[src/rtl/hs_pkg.sv]
// Shared definitions for the stream-to-handshake bridge: FSM state
// encodings, default sizing constants and a small parameter helper.
package hs_pkg;

  // Handshake sequencer states. The encodings are fixed so that waveforms
  // and any external debug taps agree on what each value means.
  typedef enum logic [1:0] {
    HS_IDLE = 2'd0,  // waiting for an upstream word
    HS_REQ  = 2'd1,  // sync high, waiting for the slave to raise ack
    HS_REL  = 2'd2   // sync low, waiting for the slave to drop ack
  } hs_state_e;

  localparam int HS_WIDTH_DEF   = 32;
  localparam int HS_DEPTH_DEF   = 4;
  localparam int HS_CNT_W_DEF   = 16;
  localparam int HS_TIMEOUT_DEF = 1024;

  // True when n is a non-zero power of two. The result FIFO depends on its
  // pointers wrapping naturally, so its depth has to be a power of two.
  function automatic bit hs_is_pow2(input int n);
    return (n > 0) && ((n & (n - 1)) == 0);
  endfunction

endpackage : hs_pkg

[src/rtl/hs_result_fifo.sv]
// Result FIFO for hs_stream_bridge: synchronous, first-word-fall-through.
// pop_data always shows the oldest entry; a push while full and a pop while
// empty are both ignored. Storing and removing in the same cycle leaves the
// occupancy unchanged and keeps the entries in order.
module hs_result_fifo
  import hs_pkg::*;
#(
  parameter int WIDTH = HS_WIDTH_DEF,
  parameter int DEPTH = HS_DEPTH_DEF
) (
  input  logic                     clock,
  input  logic                     reset,
  input  logic                     push,
  input  logic [WIDTH-1:0]         push_data,
  input  logic                     pop,
  output logic [WIDTH-1:0]         pop_data,
  output logic                     full,
  output logic                     empty,
  output logic [$clog2(DEPTH):0]   count
);

  localparam int PTR_W = $clog2(DEPTH);
  localparam int CNT_W = PTR_W + 1;
  localparam logic [CNT_W-1:0] DEPTH_C = CNT_W'(DEPTH);

  logic [WIDTH-1:0] mem_q [DEPTH];
  logic [PTR_W-1:0] wr_ptr_q, wr_ptr_d;
  logic [PTR_W-1:0] rd_ptr_q, rd_ptr_d;
  logic [CNT_W-1:0] count_q, count_d;
  logic             do_push;
  logic             do_pop;

  // Qualify the requests and compute the next pointers and occupancy.
  always_comb begin
    // NOTE: every variable gets a default first so no path through the
    // block leaves one unassigned; that is what keeps this free of latches.
    do_push  = push && (count_q != DEPTH_C);
    do_pop   = pop && (count_q != '0);
    wr_ptr_d = wr_ptr_q;
    rd_ptr_d = rd_ptr_q;
    count_d  = count_q;
    // Pointers are PTR_W bits wide, so the increment wraps modulo DEPTH.
    if (do_push) begin
      wr_ptr_d = wr_ptr_q + PTR_W'(1);
    end
    if (do_pop) begin
      rd_ptr_d = rd_ptr_q + PTR_W'(1);
    end
    if (do_push && !do_pop) begin
      count_d = count_q + CNT_W'(1);
    end else if (do_pop && !do_push) begin
      count_d = count_q - CNT_W'(1);
    end
  end

  // Pointer and occupancy registers, cleared by the synchronous reset.
  always_ff @(posedge clock) begin
    // NOTE: non-blocking assignments here, so every flop samples the values
    // from before the edge no matter what order the statements run in.
    if (reset) begin
      wr_ptr_q <= '0;
      rd_ptr_q <= '0;
      count_q  <= '0;
    end else begin
      wr_ptr_q <= wr_ptr_d;
      rd_ptr_q <= rd_ptr_d;
      count_q  <= count_d;
    end
  end

  // Entry storage, written at the write pointer on an accepted push.
  always_ff @(posedge clock) begin
    // NOTE: storage is deliberately not reset. The pointers and count
    // decide which entries are valid, and leaving reset off the array lets
    // it map onto plain RAM or register-file cells.
    if (do_push) begin
      mem_q[wr_ptr_q] <= push_data;
    end
  end

  assign pop_data = mem_q[rd_ptr_q];
  assign full     = (count_q == DEPTH_C);
  assign empty    = (count_q == '0);
  assign count    = count_q;

endmodule : hs_result_fifo

[src/rtl/hs_stream_bridge.sv]
// hs_stream_bridge: feeds a valid/ready word stream into a 4-phase sync/ack
// slave, one full handshake per word (sync up, ack up, sync down, ack down).
// Each slave result goes into an hs_result_fifo and leaves on a valid/ready
// output stream. Only one handshake is in flight at a time. A word is
// accepted only while the FIFO has room, so the result push never overflows.
//
// Optional build macro HS_STREAM_BRIDGE_TIMEOUT_EN: abort a request that gets
// no ack within TIMEOUT cycles and flag it on a sticky timeout_err output.
// Without the macro a request waits for ack indefinitely.
module hs_stream_bridge
  import hs_pkg::*;
#(
  parameter int WIDTH   = HS_WIDTH_DEF,
  parameter int DEPTH   = HS_DEPTH_DEF,
  parameter int CNT_W   = HS_CNT_W_DEF,
  parameter int TIMEOUT = HS_TIMEOUT_DEF
) (
  input  logic             clock,
  input  logic             reset,
  input  logic             in_valid,
  output logic             in_ready,
  input  logic [WIDTH-1:0] in_data,
  output logic             sync,
  input  logic             ack,
  output logic [WIDTH-1:0] data_to_slave,
  input  logic [WIDTH-1:0] data_from_slave,
  output logic             out_valid,
  input  logic             out_ready,
  output logic [WIDTH-1:0] out_data,
  output logic             busy,
  output logic [CNT_W-1:0] txn_count
`ifdef HS_STREAM_BRIDGE_TIMEOUT_EN
  ,
  output logic             timeout_err
`endif
);

  localparam int FCNT_W = $clog2(DEPTH) + 1;
  localparam logic [FCNT_W-1:0] DEPTH_C = FCNT_W'(DEPTH);

  // Reject configurations the FIFO pointer arithmetic or the abort counter
  // cannot handle.
  if (!hs_is_pow2(DEPTH) || (DEPTH < 2) || (TIMEOUT < 1)) begin : g_param_check
    $error("hs_stream_bridge: DEPTH must be a power of 2 >= 2, TIMEOUT >= 1");
  end

  hs_state_e        state_q, state_d;
  logic             sync_q, sync_d;
  logic [WIDTH-1:0] dts_q, dts_d;
  logic [CNT_W-1:0] txn_q, txn_d;

  logic              accept;
  logic              fifo_push;
  logic              fifo_pop;
  logic              fifo_full;
  logic              fifo_empty;
  logic [FCNT_W-1:0] fifo_count;

`ifdef HS_STREAM_BRIDGE_TIMEOUT_EN
  localparam int TMO_W = $clog2(TIMEOUT + 1);
  logic [TMO_W-1:0] tmo_q, tmo_d;
  logic             terr_q, terr_d;
  logic             tmo_hit;
`endif

  // Take a new word only when idle, when the FIFO has a slot reserved for
  // its result, and once the slave has let go of ack. The ack term matters
  // after a reset that cut a handshake short and left the slave still
  // holding ack high.
  assign in_ready = (state_q == HS_IDLE) && (fifo_count < DEPTH_C) && !ack;
  assign accept   = in_valid && in_ready;
  assign fifo_pop = out_valid && out_ready;

  // Handshake sequencer: next state, request word, counters and FIFO push.
  always_comb begin
    state_d   = state_q;
    sync_d    = sync_q;
    dts_d     = dts_q;
    txn_d     = txn_q;
    fifo_push = 1'b0;
`ifdef HS_STREAM_BRIDGE_TIMEOUT_EN
    terr_d  = terr_q;
    // The counter reads k-1 on the k-th cycle in REQ, so matching TIMEOUT-1
    // ends the request after exactly TIMEOUT cycles with sync high.
    tmo_hit = (tmo_q == TMO_W'(TIMEOUT - 1));
`endif
    case (state_q)
      HS_IDLE: begin
        // ack is ignored here apart from its part in in_ready.
        if (accept) begin
          dts_d   = in_data;
          sync_d  = 1'b1;
          state_d = HS_REQ;
        end
      end
      HS_REQ: begin
        // ack is checked first, so it wins when it arrives on the same
        // cycle as the timeout.
        if (ack) begin
          // A slot was reserved when the word was accepted, so full cannot
          // be seen here. The guard only protects the FIFO contents.
          fifo_push = !fifo_full;
          sync_d    = 1'b0;
          txn_d     = txn_q + CNT_W'(1);
          state_d   = HS_REL;
        end
`ifdef HS_STREAM_BRIDGE_TIMEOUT_EN
        else if (tmo_hit) begin
          // Abort: drop sync without pushing a result or counting the word.
          sync_d  = 1'b0;
          terr_d  = 1'b1;
          state_d = HS_REL;
        end
`endif
      end
      HS_REL: begin
        if (!ack) begin
          state_d = HS_IDLE;
        end
      end
      default: begin
        state_d = HS_IDLE;
        sync_d  = 1'b0;
      end
    endcase
`ifdef HS_STREAM_BRIDGE_TIMEOUT_EN
    // The counter runs only while the request stays in REQ. It clears as
    // soon as the sequencer leaves REQ, whether on ack or on abort.
    tmo_d = ((state_q == HS_REQ) && (state_d == HS_REQ)) ? (tmo_q + TMO_W'(1)) : '0;
`endif
  end

  // Sequencer registers. Reset drops sync on the reset edge, even in the
  // middle of a handshake.
  always_ff @(posedge clock) begin
    if (reset) begin
      state_q <= HS_IDLE;
      sync_q  <= 1'b0;
      dts_q   <= '0;
      txn_q   <= '0;
`ifdef HS_STREAM_BRIDGE_TIMEOUT_EN
      tmo_q   <= '0;
      terr_q  <= 1'b0;
`endif
    end else begin
      state_q <= state_d;
      sync_q  <= sync_d;
      dts_q   <= dts_d;
      txn_q   <= txn_d;
`ifdef HS_STREAM_BRIDGE_TIMEOUT_EN
      tmo_q   <= tmo_d;
      terr_q  <= terr_d;
`endif
    end
  end

  // Result buffer. Reset clears it, so pending results are discarded.
  hs_result_fifo #(
    .WIDTH (WIDTH),
    .DEPTH (DEPTH)
  ) u_fifo (
    .clock     (clock),
    .reset     (reset),
    .push      (fifo_push),
    .push_data (data_from_slave),
    .pop       (fifo_pop),
    .pop_data  (out_data),
    .full      (fifo_full),
    .empty     (fifo_empty),
    .count     (fifo_count)
  );

  assign out_valid     = !fifo_empty;
  assign sync          = sync_q;
  assign data_to_slave = dts_q;
  assign busy          = (state_q != HS_IDLE);
  assign txn_count     = txn_q;
`ifdef HS_STREAM_BRIDGE_TIMEOUT_EN
  assign timeout_err   = terr_q;
`endif

endmodule : hs_stream_bridge

[config.mk]
export PLATFORM = sky130hd
export DESIGN_NAME = hs_stream_bridge
export DESIGN_NICKNAME = d
export VERILOG_FILES = /design/src/rtl/hs_pkg.sv /design/src/rtl/hs_result_fifo.sv /design/src/rtl/hs_stream_bridge.sv
export SDC_FILE = /design/constraint.sdc
export NUM_CORES = 1
export LEC_CHECK = 0
export ABC_AREA = 0
export CAP_MARGIN = 40
export CORE_MARGIN = 2
export CORE_UTILIZATION = 40
export DETAILED_ROUTE_END_ITERATION = 6
export PLACE_DENSITY_LB_ADDON = 0.25
export REMOVE_ABC_BUFFERS = 1
export SYNTH_ARGS = -nofsm -noshare
export SYNTH_HDL_FRONTEND = slang
export SYNTH_HIERARCHICAL = 1
export SYNTH_SLANG_ARGS = --single-unit
[constraint.sdc]
create_clock -name clock -period 3.4 [get_ports clock]
set_input_delay 0.85 -clock clock [delete_from_list [all_inputs] [get_ports clock]]
set_output_delay 0.85 -clock clock [all_outputs]
set_load 0.01 [all_outputs]
==> impl_results.md, run 1 <==
* Result of the run: complete, no violations
* Final Hold Vio Count at 0
* Leak Pwr at 3.13 nW
* Launching element of the worst setup path: ack
* Share of the synthesized area in the top cell type at 53.8%
* Ratio of total power to cell area at 491 nW/µm²
* Vias in the first global route at 4,341
* I/O Buffers at 152
* Total wire length after detailed routing at 14.6 mm
* Most common cell type on the critical path: sky130_fd_sc_hd__clkdlybuf4s50_1
* Switching power at 1.03 mW
* Placer Congestion at 0.770
* Dominant synthesized flop cell: sky130_fd_sc_hd__edfxtp_1
* Final setup violating endpoints at 0
* Via count normalized by instance count at 4.95
* Core area at 17,400 µm²
* Crit Path Max Fanout at 4
* Area enclosed by the die boundary at 19,000 µm²
* Post-Layout Inst Area at 9500 µm²
* HP Class: reg -> reg
* Skew-Pair Late Insertion Delay at 0.42 ns
* Worst setup path category: in -> out
* Share of post-route cells with drive strength above 1 at 14.7%
* Initial DRT Pass Iterations at 4
* Buffers from clock root to sink, at most at 2
* Count of flip-flops with a built-in enable after synthesis at 128
* Ant diodes at 0
* Async SR Flop Fraction at 0%
* Level count of the clock H-tree at 4
* Number of buffers inserted to repair setup after CTS at 0
* Power share of the sequential group at 53.8%
* Floorplan die height at 138 µm
* Post-Route Setup TNS at 0 ns
* All-layer global routing usage at 16.1%
* Largest net degree at the start of global routing at 50
* Startpoint of the worst hold path: data_to_slave[22]
* Cells after synthesis at 456
* Startpoint kind of the worst setup timing path: input port
* Worst slew margin at 66.0%
* Number of warnings reported in the yosys synthesis log at 6
* Worst Max-Slew Pin Slew at 0.510 ns
* Synth unique cells at 45
* Max Transition Viols Final at 0
* Cell breakdown of the critical path: clkdlybuf4s50_1 -> buf_4 -> nor4_2 -> clkdlybuf4s50_1
* Design internal power at 3.63 mW
* Worst-path clk slew at 0.07 ns
* Period Utilization, post-route at 96.8%
* Clock skew after layout at 0.0106 ns
* Global-route wire length before repair at 22.6 mm
* Worst IR Drop VDD at 406 µV
* Number of buffers inserted during clock tree synthesis at 17
* Setup repair after global routing missed its margin: false
* Drt wl/cell at 17.0 µm
* Number of violations reported at the end of detailed-routing iteration 0 at 131
* Required time at the endpoint of the critical path at 2.55 ns
* Initial Util at 41.1%
* Maximum clock frequency at 0.304 GHz
* Placed wire-length estimate after detailed placement at 9.91 mm
* TritonCTS clock tree: yes
* Hold buffers post-CTS at 0
* Mapped cell area at 7150 µm²
* Number of placed I/O pins at 153
* Crit path largest cell delay at 0.61 ns
* Clock root buffer: sky130_fd_sc_hd__clkbuf_16
* Max stage delay cell, worst path: sky130_fd_sc_hd__clkdlybuf4s50_1
* Resized Gates After CTS at 0
* Standard-cell rows at 48
* Mean cell area of the mapped netlist at 15.7 µm²
* Part of the power in combinational logic at 7.6%
* Arrival @ worst endpoint at 2.44 ns
* Cell type contributing the most total cell area after synthesis: sky130_fd_sc_hd__edfxtp_1
* Number of DRC violations after detailed routing at 0
* Die W at 138 µm
* Part of the power in the clock network at 38.6%
* Post-synthesis register bit count at 188
* Net switching fraction of the power at 22.1%
* DRT antenna net count at 0
* Startpoint of the lowest-slack register-to-register path: state_q[0]
* Dpl cell area at 8950 µm²
* Final nets at 696
* GRT overflow at 0
* Register area share after synthesis at 70.6%
* Crit path time final at 3.29 ns
* Area growth from synthesis to layout at 32.8%
* Top cells by area, synth: sky130_fd_sc_hd__edfxtp_1 54%, sky130_fd_sc_hd__dfxtp_1 17%, sky130_fd_sc_hd__mux4_2 9.4%
* Critical Path Sink Type: primary output
* Number of antenna violations at the first check in global routing at 1
* CTS sink cnt at 188
* Maximum capacitance violations at 0
* Overall via count from detail_route at 4,245
## per-stage QoR
| stage | hold slack (ns) | cells | worst slack, ns | power [mW] | utilization (%) |
|---|---|---|---|---|---|
| global placement | 0.442 | 826 | 0.138 | 2.91 | 51.4 |
| finish | 0.455 | 858 | 0.108 | 4.66 | 54.5 |
| detailed placement | 0.449 | 826 | 0.0808 | 2.92 | 51.4 |
| CTS | 0.458 | 858 | 0.0892 | 4.72 | 54.5 |
| floorplan | 0.474 | 433 | 0.371 | 2.68 | - |
| global route | 0.472 | 858 | 0.0106 | 4.84 | 54.5 |
## cells by family after synthesis
kind of cell / Yosys count / share of synthesized area, %
AOI/OAI and AO/OA: 48 / 3.69
muxes: 37 / 10.9
adders and majority gates: 7 / 1.33
and+or+nand+nor: 132 / 9.19
buffers and inverters: 30 / 2.61
DFF: 188 / 70.6
xor gates and xnor gates: 14 / 1.71
## routing by layer
metal  vias to the layer above  wire [µm]  global-route usage [%]
li1                       2018          -                       -
met1                      2073       6150                    19.5
met2                       140       7040                    26.0
met3                        14       1230                    6.70
met4                         0        183                    5.44
met5                         -          0                       0
## synth_stat cells (4+ instances only)
library cell,instances
sky130_fd_sc_hd__a21oi_1,39
sky130_fd_sc_hd__and2_1,5
sky130_fd_sc_hd__buf_2,5
sky130_fd_sc_hd__clkbuf_1,8
sky130_fd_sc_hd__dfxtp_1,60
sky130_fd_sc_hd__edfxtp_1,128
sky130_fd_sc_hd__ha_1,6
sky130_fd_sc_hd__inv_1,7
sky130_fd_sc_hd__mux4_2,30
sky130_fd_sc_hd__nand2_1,69
sky130_fd_sc_hd__nand2b_1,4
sky130_fd_sc_hd__nand3_1,5
sky130_fd_sc_hd__nor2_1,21
sky130_fd_sc_hd__nor2b_1,4
sky130_fd_sc_hd__nor3_1,5
sky130_fd_sc_hd__xnor2_1,8
sky130_fd_sc_hd__xor2_1,6
## power groups by stage
stage | combinational, mW | sequential (mW) | clock (mW)
after floorplan | 0.113 | 2.57 | 0
after global placement | 0.351 | 2.56 | 0
after detailed placement | 0.359 | 2.56 | 0
final | 0.354 | 2.51 | 1.80
after CTS | 0.361 | 2.51 | 1.85
after global routing | 0.386 | 2.51 | 1.94
## layout make-up
type	instances	area, µm²
inverter	7	26.3
clock buffer	18	429
timing repair buffer	168	1670
tap	225	282
sequential	188	5050
clock inverter	14	114
multi-input combinational	238	1920
fill	1424	7920
## worst paths after layout
check	endpoint	slack, ns	cells past startpoint
setup / recovery	in_ready	0.11	4
hold / removal	data_to_slave[22]	0.45	2
setup reg to reg	u_fifo/count[2]	0.98	10
hold reg to reg	data_to_slave[22]	0.45	2
## sequential cells by signal, summed over array words and instances, names as in the netlist, named ones only
register and cells:
txn_count 16, state_q 2, u_fifo/mem_q 128, u_fifo/count 3, data_to_slave 32, u_fifo/rd_ptr_q 2
u_fifo/wr_ptr_q 2, sync 1
## worst max-delay path, delay by kind of cell
family                 cells  cell delay [ns]
AND/OR/NAND/NOR            1             0.30
buffers and inverters      3             1.29
## placed cells by master (no fill, tap or decap), types with 3 or more instances in the layout
master	netlist	final
sky130_fd_sc_hd__clkdlybuf4s50_1	0	151
sky130_fd_sc_hd__nor2b_1	4	4
sky130_fd_sc_hd__a21oi_1	39	39
sky130_fd_sc_hd__nor2_1	21	21
sky130_fd_sc_hd__dfxtp_1	60	58
sky130_fd_sc_hd__buf_12	3	3
sky130_fd_sc_hd__edfxtp_1	128	128
sky130_fd_sc_hd__ha_1	6	6
sky130_fd_sc_hd__or3_1	3	3
sky130_fd_sc_hd__clkinv_4	0	4
sky130_fd_sc_hd__xnor2_1	8	8
sky130_fd_sc_hd__clkbuf_16	0	17
sky130_fd_sc_hd__clkinvlp_4	0	4
sky130_fd_sc_hd__nand2b_1	4	4
sky130_fd_sc_hd__mux2i_1	3	3
sky130_fd_sc_hd__nor3_1	5	5
sky130_fd_sc_hd__xor2_1	6	6
sky130_fd_sc_hd__inv_1	7	7
sky130_fd_sc_hd__mux4_2	30	30
sky130_fd_sc_hd__and2_2	0	4
sky130_fd_sc_hd__o21ai_0	3	3
sky130_fd_sc_hd__buf_4	3	13
sky130_fd_sc_hd__nand2_1	69	69
sky130_fd_sc_hd__nand3_1	5	5
(Power assumes the default switching activity.)
==> run 2: changes to the inputs <==
==> constraint.sdc (replaced) <==
create_clock -name clock -period 2.8 [get_ports clock]
set_input_delay 0.7 -clock clock [delete_from_list [all_inputs] [get_ports clock]]
set_output_delay 0.7 -clock clock [all_outputs]
set_load 0.01 [all_outputs]
==> run 2 against run 1 <==
Non-clock buffer count grew 4. Combinational power is 24% higher. Count of clock-buffer cells in the layout up 1. Worst setup slack worse by 0.030 ns. Utilization rose by 0.97 points. Cell count grew 0.47%. Die area unchanged. Register-to-register slack got worse by 0.60 ns. Critical path type is now reg -> out. Critical endpoint is now out_data[13].
==> impl_results.md, run 2 (synthesized netlist as in run 1, its figures left out) <==
* Result of the run: complete, no violations (unchanged)
* Level count of the clock H-tree at 4 (unchanged)
* Arrival @ worst endpoint at 2.02 ns (was 2.44 ns)
* Ratio of total power to cell area at 605 nW/µm² (was 491 nW/µm²)
* Number of placed cells counting well taps at 830 (was 826)
* Skew-Pair Late Insertion Delay at 0.42 ns (about the same)
* Area enclosed by the die boundary at 19,000 µm² (unchanged)
* Worst Max-Slew Pin Slew at 0.467 ns (was 0.510 ns)
* GRT overflow at 0 (unchanged)
* Number of violations reported at the end of detailed-routing iteration 0 at 119 (was 131)
* Instance count along the most critical hold path at 2 (unchanged)
* Startpoint kind of the worst setup timing path: flop (was input port)
* Vias in the first global route at 4,504 (was 4,341)
* Worst slew margin at 68.8% (was 66.0%)
* Number of antenna violations at the first check in global routing at 1 (unchanged)
* CTS sink cnt at 188 (unchanged)
* Clock skew after layout at 0.00962 ns (was 0.0106 ns)
* Crit Path Max Fanout at 9 (was 4)
* Required time at the endpoint of the critical path at 2.10 ns (was 2.55 ns)
* Worst IR Drop VDD at 451 µV (was 406 µV)
* Filler-free cell count of the finished design at 862 (was 858)
* Final setup violating endpoints at 0 (unchanged)
* Clock root buffer: sky130_fd_sc_hd__clkbuf_16 (unchanged)
* Floorplan die height at 138 µm (unchanged)
* Core area at 17,400 µm² (unchanged)
* Startpoint of the worst hold path: data_to_slave[0] (was data_to_slave[22])
* Reg2reg end: u_fifo/count[2] (unchanged)
* Worst setup path category: reg -> out (was in -> out)
* Worst-path clk slew at 0.07 ns (about the same)
* Commonest cells after routing, fill and taps aside: 140 x sky130_fd_sc_hd__clkdlybuf4s50_1, 128 x sky130_fd_sc_hd__edfxtp_1, 69 x sky130_fd_sc_hd__nand2_1, 58 x sky130_fd_sc_hd__dfxtp_1, 39 x sky130_fd_sc_hd__a21oi_1 (was 151 x sky130_fd_sc_hd__clkdlybuf4s50_1, 128 x sky130_fd_sc_hd__edfxtp_1, 69 x sky130_fd_sc_hd__nand2_1, 58 x sky130_fd_sc_hd__dfxtp_1, 39 x sky130_fd_sc_hd__a21oi_1)
* Period Utilization, post-route at 97.2%
* Drt wl/cell at 16.8 µm (was 17.0 µm)
* HP Class: reg -> reg (unchanged)
* Leak Pwr at 3.28 nW (was 3.13 nW)
* Initial Util at 41.1% (unchanged)
* Depth of the most critical reg-to-reg path at 10 (unchanged)
* TritonCTS clock tree: yes (unchanged)
* Worst hold endpoint: data_to_slave[0] (was data_to_slave[22])
* Number of flip-flops under the largest register name at 128 (unchanged)
* Number of DRC violations after detailed routing at 0 (unchanged)
* Placer Congestion at 0.812 (was 0.770)
* Final Hold Vio Count at 0 (unchanged)
* Largest net degree at the start of global routing at 46 (was 50)
* Largest register by flop count: u_fifo/mem_q (unchanged)
* Slack of the worst reg-to-reg path at 0.38 ns (was 0.98 ns)
* Global-route wire length before repair at 23.3 mm (was 22.6 mm)
* Setup repair after global routing missed its margin: true (was false)
* Buffers from clock root to sink, at most at 2 (unchanged)
* Number of placed I/O pins at 153 (unchanged)
* Post-Route Setup TNS at 0 ns (unchanged)
* Crit path time final at 2.72 ns
* Initial DRT Pass Iterations at 4 (unchanged)
* Placed wire-length estimate after detailed placement at 9.83 mm (was 9.91 mm)
* Startpoint of the lowest-slack register-to-register path: state_q[0] (unchanged)
* Maximum capacitance violations at 0 (unchanged)
* Number of buffers inserted to repair setup after CTS at 0 (unchanged)
* I/O Buffers at 152 (unchanged)
* Ant diodes at 0 (unchanged)
* Via count normalized by instance count at 5.00 (was 4.95)
* All-layer global routing usage at 16.3% (was 16.1%)
* Number of buffers inserted during clock tree synthesis at 17 (unchanged)
* Die W at 138 µm (unchanged)
* Overall via count from detail_route at 4,311 (was 4,245)
* Area growth from synthesis to layout at 35.2% (was 32.8%)
* Critical Path Sink Type: primary output (unchanged)
* Share of post-route cells with drive strength above 1 at 15.4% (was 14.7%)
* Max Transition Viols Final at 0 (unchanged)
* Standard-cell rows at 48 (unchanged)
* DRT antenna net count at 0 (unchanged)
* Most common cell after layout, fill and taps aside: sky130_fd_sc_hd__clkdlybuf4s50_1 (unchanged)
* Maximum clock frequency at 0.367 GHz
* Total wire length after detailed routing at 14.5 mm (was 14.6 mm)
* Filler cell count in the final layout at 1,411 (was 1,424)
* Final nets at 700 (was 696)
==> run 2: cell type report <==
| class | count | area, µm² | share of cell area (%) |
|---|---|---|---|
| clock inverters | 13 | 154 | 1.59 |
| repair buffers | 172 | 1790 | 18.6 |
| flip-flops and latches | 188 | 5050 | 52.2 |
| well taps | 225 | 282 | 2.91 |
| inverters | 7 | 26.3 | 0.272 |
| multi-input cells | 238 | 1930 | 19.9 |
| clock buffers | 19 | 433 | 4.48 |
==> run 2: routing by layer <==
| metal | GRT usage, % | wire [µm] |
|---|---|---|
| met1 | 19.7 | 5980 |
| met2 | 26.3 | 6980 |
| met3 | 7.84 | 1400 |
| met4 | 4.54 | 129 |
| met5 | 0 | 0 |
==> run 2: worst max-delay path by stage <==
| stage | endpoint | slack (ns) | startpoint |
|---|---|---|---|
| after global routing | out_data[15] | -0.005 | flop |
| final | out_data[13] | 0.08 | flop |
| after CTS | out_data[29] | 0.01 | flop |
| after detailed placement | u_fifo/count[2] | -0.27 | ack |
| after floorplan | out_data[0] | -0.08 | flop |
| after global placement | u_fifo/count[2] | -0.18 | ack |
==> run 2: power by group <==
part	leakage [nW]	total [mW]	switching, mW	internal (mW)
clock	0.275	2.37	1.03	1.34
combinational	1.36	0.440	0.188	0.252
sequential	1.64	3.04	0.0331	3.01
==> run 2: repair_timing <==
item | CTS | global route
hold buffers | 0 | 0
endpoints found under the setup margin | 25 | 13
gates resized for setup | 10 | 11
==> run 2: through the flow <==
step / area, µm² / worst slack (ns) / total power, mW / utilization, % / hold WS (ns)
5_1_grt: 9670 / -0.00514 / 6.07 / 55.5 / 0.479
3_5_place_dp: 9020 / -0.268 / 3.55 / 51.8 / 0.449
6_report: 9670 / 0.0775 / 5.85 / 55.5 / 0.455
3_3_place_gp: 9020 / -0.177 / 3.54 / 51.8 / 0.442
4_1_cts: 9640 / 0.0117 / 5.92 / 55.3 / 0.457
2_1_floorplan: 6990 / -0.0785 / 3.26 / - / 0.474
==> run 2: critical path, stage by stage (launching register included) <==
cell and delay (ns):
sky130_fd_sc_hd__dfxtp_4 0.41, sky130_fd_sc_hd__buf_8 0.17, sky130_fd_sc_hd__mux4_2 0.53, sky130_fd_sc_hd__clkdlybuf4s50_1 0.50
